$ cat config.mk
export PLATFORM = sky130hd
export DESIGN_NAME = shared_reg_arbiter
export DESIGN_NICKNAME = d
export VERILOG_FILES = /design/src/rtl/shared_reg_arbiter.sv
export SDC_FILE = /design/constraint.sdc
export NUM_CORES = 1
export LEC_CHECK = 0
export ABC_AREA = 1
export BUFFER_PORTS_ARGS = -buffer_cell sky130_fd_sc_hd__buf_2
export CAP_MARGIN = 20
export CORE_ASPECT_RATIO = 1.1
export CORE_UTILIZATION = 62
export CTS_BUF_LIST = sky130_fd_sc_hd__clkbuf_8
export CTS_CLUSTER_DIAMETER = 50
export DETAILED_ROUTE_END_ITERATION = 10
export HOLD_SLACK_MARGIN = 0.08
export PLACE_DENSITY = 0.88
export SLEW_MARGIN = 15
export SYNTH_ARGS = -nofsm -noshare
export SYNTH_HDL_FRONTEND = slang
export SYNTH_SLANG_ARGS = --single-unit
$ cat constraint.sdc
create_clock -name clk -period 6.07 [get_ports clk]
set_clock_uncertainty 0.15 [all_clocks]
set_input_delay 0.607 -clock clk [delete_from_list [all_inputs] [get_ports clk]]
set_output_delay 0.607 -clock clk [all_outputs]
set_load 0.03 [all_outputs]
$ cat src/rtl/shared_reg_arbiter.sv
// shared_reg_arbiter
//   DEPTH x WIDTH register bank written by NREQ requesters through a
//   round-robin arbiter, read through a single combinational port.
//
// Ports
//   clk    : clock, all state updates on the rising edge
//   reset  : asynchronous active-high reset (bank and pointer to 0)
//   clear  : synchronous zeroing of every entry; blocks grants, pointer holds
//   req    : per-requester write request
//   waddr  : per-requester entry index, requester i at [i*AW +: AW]
//   wdata  : per-requester write data,  requester i at [i*WIDTH +: WIDTH]
//   gnt    : one-hot write grant, valid in the current cycle
//   raddr  : read index
//   rdata  : contents of entry raddr (0 for indices >= DEPTH)
//   busy   : some req bit set and the cycle is not a clear cycle
module shared_reg_arbiter #(
  parameter int NREQ  = 4,
  parameter int WIDTH = 8,
  parameter int DEPTH = 8,
  localparam int AW   = (DEPTH > 1) ? $clog2(DEPTH) : 1
) (
  input  logic                  clk,
  input  logic                  reset,
  input  logic                  clear,
  input  logic [NREQ-1:0]       req,
  input  logic [NREQ*AW-1:0]    waddr,
  input  logic [NREQ*WIDTH-1:0] wdata,
  output logic [NREQ-1:0]       gnt,
  input  logic [AW-1:0]         raddr,
  output logic [WIDTH-1:0]      rdata,
  output logic                  busy
);

  localparam int PW = $clog2(NREQ);

  logic [PW-1:0]    ptr;
  logic [PW-1:0]    gnt_idx;
  logic             gnt_any;
  logic [NREQ-1:0]  req_hi;
  logic [NREQ-1:0]  pick_hi;
  logic [NREQ-1:0]  pick_all;
  logic [NREQ-1:0]  gnt_c;
  logic [AW-1:0]    wr_addr;
  logic [WIDTH-1:0] wr_data;
  logic [DEPTH-1:0] we;
  logic [WIDTH-1:0] bank [DEPTH];

  // Round-robin pick: first look only at requesters at or above ptr,
  // otherwise wrap to the lowest requester overall. x & -x isolates
  // the lowest set bit.
  always_comb begin
    req_hi   = req & ~((NREQ'(1) << ptr) - NREQ'(1));
    pick_hi  = req_hi & (~req_hi + NREQ'(1));
    pick_all = req & (~req + NREQ'(1));
    gnt_c    = (req_hi != '0) ? pick_hi : pick_all;
    if (reset || clear) begin
      gnt_c = '0;
    end
  end

  assign gnt  = gnt_c;
  assign busy = (|req) & ~clear & ~reset;

  always_comb begin
    gnt_any = |gnt_c;
    gnt_idx = '0;
    wr_addr = '0;
    wr_data = '0;
    for (int unsigned i = 0; i < NREQ; i++) begin
      if (gnt_c[i]) begin
        gnt_idx = PW'(i);
        wr_addr = waddr[i*AW +: AW];
        wr_data = wdata[i*WIDTH +: WIDTH];
      end
    end
  end

  // An out-of-range wr_addr matches no entry, so the write is dropped
  // while the grant (and pointer advance) still happens.
  always_comb begin
    we = '0;
    for (int unsigned e = 0; e < DEPTH; e++) begin
      we[e] = gnt_any && (wr_addr == AW'(e));
    end
  end

  always_ff @(posedge clk or posedge reset) begin
    if (reset) begin
      ptr <= '0;
      for (int unsigned e = 0; e < DEPTH; e++) begin
        bank[e] <= '0;
      end
    end else if (clear) begin
      for (int unsigned e = 0; e < DEPTH; e++) begin
        bank[e] <= '0;
      end
    end else begin
      for (int unsigned e = 0; e < DEPTH; e++) begin
        if (we[e]) begin
          bank[e] <= wr_data;
        end
      end
      if (gnt_any) begin
        ptr <= (gnt_idx == PW'(NREQ - 1)) ? '0 : gnt_idx + PW'(1);
      end
    end
  end

  always_comb begin
    rdata = '0;
    for (int unsigned e = 0; e < DEPTH; e++) begin
      if (raddr == AW'(e)) begin
        rdata = bank[e];
      end
    end
  end

endmodule
==> flow_summary_export.csv <==
group,metric,value,unit
outcome,outcome,"completed",
place,port_buffers,66,
yosys,synth.cell_area,0.00372,mm²
global_route,antenna_found_initial,0,
worst_hold_path,hold_class,"flop to flop",
finish,final_common_cell,"nand3_1",
yosys,netlist_instances,499,
die,die_height,83.2,µm
timing,rsz0062_at_grt,"no",
die,die-area,0.00631,mm²
finish,fin_cells,641,
job,drv_cap,0,
cts,cts_tree,"built",
cts,clkSlewWorstSetupHoldPaths,80,ps
timing,min_period_over_period,0.563,
yosys,synth_warnings,0,
yosys,postSynthAreaPerCell,7.45,µm²
yosys,synth-seq-cells,66,
finish,fin_area,0.00427,mm²
timing,finalSetupViolCount,0,
timing,setup_tns,0,ps
global_route,overflow,0,
detailed_routing,drt-total-wl,10600,µm
setup_path,cpPeakStageDelay,740,ps
setup_path,setup.worst_path.end_class,"flop",
detailed_routing,post_drt_wl_per_cell,16.5,µm
detailed_routing,firstDrtPassIters,6,
die,core_area,0.00577,mm²
global_route,grt_pass1_wl,16900,µm
yosys,synthDistinctLibCells,27,
die,num_rows,29,
place,dp.cells,625,
cts,cts_setup_buffers,0,
setup_path,crit_type,"flop to flop",
cts,cts_max_path_buffers,2,
finish,mostFrequentLayoutCells,"nand3_1, nand2_1, dfrtp_1, buf_2, a21oi_1",
cts,numCtsBuffers,9,
setup_path,path_cells,"nand2_1 > nand2_1 > nand2_1 > nor2_1 > nand2_1 > nand3_2 > nand4_2 > nor2_4 > nand2_1 > nand3_1 > nand2_1",
finish,layout-drive-gt1-share,0.193,
cts,ctsHoldBuffers,0,
finish,area_growth,14.8,%
detailed_routing,drc,0,
global_route,track_usage,0.364,
setup_path,r2r_cells,11,
die,initial_core_util,0.645,
power_and_ir_drop,p_leak,2.31,nW
place,postPlaceCellArea,0.00407,mm²
place,dp_slack,2500,ps
setup_path,cp_slowest_cell,"nor2_4",
cts,htreeDepth,3,
timing,finalHoldViolations,0,
setup_path,cp.arrival,3500,ps
detailed_routing,ant_nets,0,
global_route,grt_pass1_vias,3583,
timing,clock.fmax,0.293,GHz
place,dp_hpwl,7200,µm
timing,holdWs,352,ps
timing,slew_headroom,0.168,
setup_path,cp_common_cell,"nand2_1",
power_and_ir_drop,total_power,1.22,mW
global_route,grt_max_degree,67,
yosys,ys_seq_area_frac,0.444,
die,ios,67,
finish,final_nets,613,
timing,maxSlewViolCount,0,
die,fp.dieW,75.9,µm
timing,worst_pin_slew,1250,ps
power_and_ir_drop,p_per_area,286,mW/mm²
cts,clockRootBuffer,"clkbuf_8",
detailed_routing,drt_iter0_markers,469,
setup_path,cp.required,6160,ps
timing,fin_ws,2650,ps
finish,final_core_util,0.740,
detailed_routing,vias,3926,
detailed_routing,viasPerCell,6.12,
timing,min_period,3420,ps
setup_path,critical_path.max_fanout,29,
finish,diodes,0,
cts,numClockSinks,66,
yosys,synthesis.nets,553,
cts,cts_repair_resize_count,0,
worst_hold_path,min_path_cells,2,
setup_path,worstSetupStartpointType,"flop",
power_and_ir_drop,peakVddDrop,0.000218,V
place,gp_congestion,0.891,
cts,clkLatencyLatePin,340,ps
setup_path,reg2reg_slack,2650,ps
-- worst max-delay path: cells and delay by family (launching register included) --
kind             cells  cell delay [ps]
flip-flops           1              410
AND/OR/NAND/NOR     11             2750
-- cell type report --
type                       count  area [µm²]
clock buffer                  10         138
timing repair buffer          67         338
sequential                    66        1650
multi-input combinational    385        1870
clock inverter                 6        65.1
tap                           77        96.3
fill                         455        1500
inverter                      30         113
-- routing by layer --
metal  share of wire  track usage
met5               0            0
met3           0.096       0.0765
met4           0.027        0.165
met2            0.48        0.549
met1            0.40        0.498
-- Yosys cell counts --
master / count / area [µm²]
a221o_1: 2 / 20.0
nand3_1: 150 / 751
nor2_1: 12 / 45.0
clkinv_1: 1 / 3.75
o31ai_1: 1 / 7.51
clkbuf_1: 5 / 18.8
buf_1: 2 / 7.51
nand2_2: 2 / 12.5
nand3_4: 1 / 17.5
buf_4: 2 / 15.0
o21ai_0: 12 / 60.1
a21oi_2: 1 / 8.76
dfrtp_1: 66 / 1650
inv_1: 23 / 86.3
nor2_4: 6 / 67.6
nor2_2: 3 / 18.8
buf_2: 9 / 45.0
o2111ai_1: 1 / 8.76
inv_2: 6 / 22.5
nand3_2: 3 / 30.0
nand4_2: 1 / 12.5
o21bai_1: 1 / 7.51
a21oi_1: 27 / 135
nand4_4: 2 / 42.5
nand4_1: 7 / 43.8
nor3_1: 5 / 25.0
nand2_1: 148 / 556
-- cells by family after synthesis --
group | count (synthesis) | share of synthesized area
buffers and inverters | 48 | 0.0535
AO/OA/AOI/OAI | 45 | 0.0666
flip-flops | 66 | 0.444
AND/OR/NAND/NOR | 340 | 0.436
-- state kept, by name, summed over array words and instances (netlist names) --
signal  count
bank       64
ptr         2
-- report_power, final --
part	switching (mW)	leakage, nW	total, mW	internal [mW]
clock	0.182	0.103	0.384	0.201
combinational	0.265	1.30	0.348	0.0824
sequential	0.0205	0.913	0.489	0.469
total	0.468	2.31	1.22	0.753
-- final timing paths --
kind,startpoint,to
setup / recovery,ptr[1],bank[62]
hold / removal,bank[39],bank[39]
setup reg to reg,ptr[1],bank[62]
hold reg to reg,bank[39],bank[39]
max in group asynchronous,reset,bank[57]
min in group asynchronous,reset,bank[54]
Power figures use the tool's default switching activity.
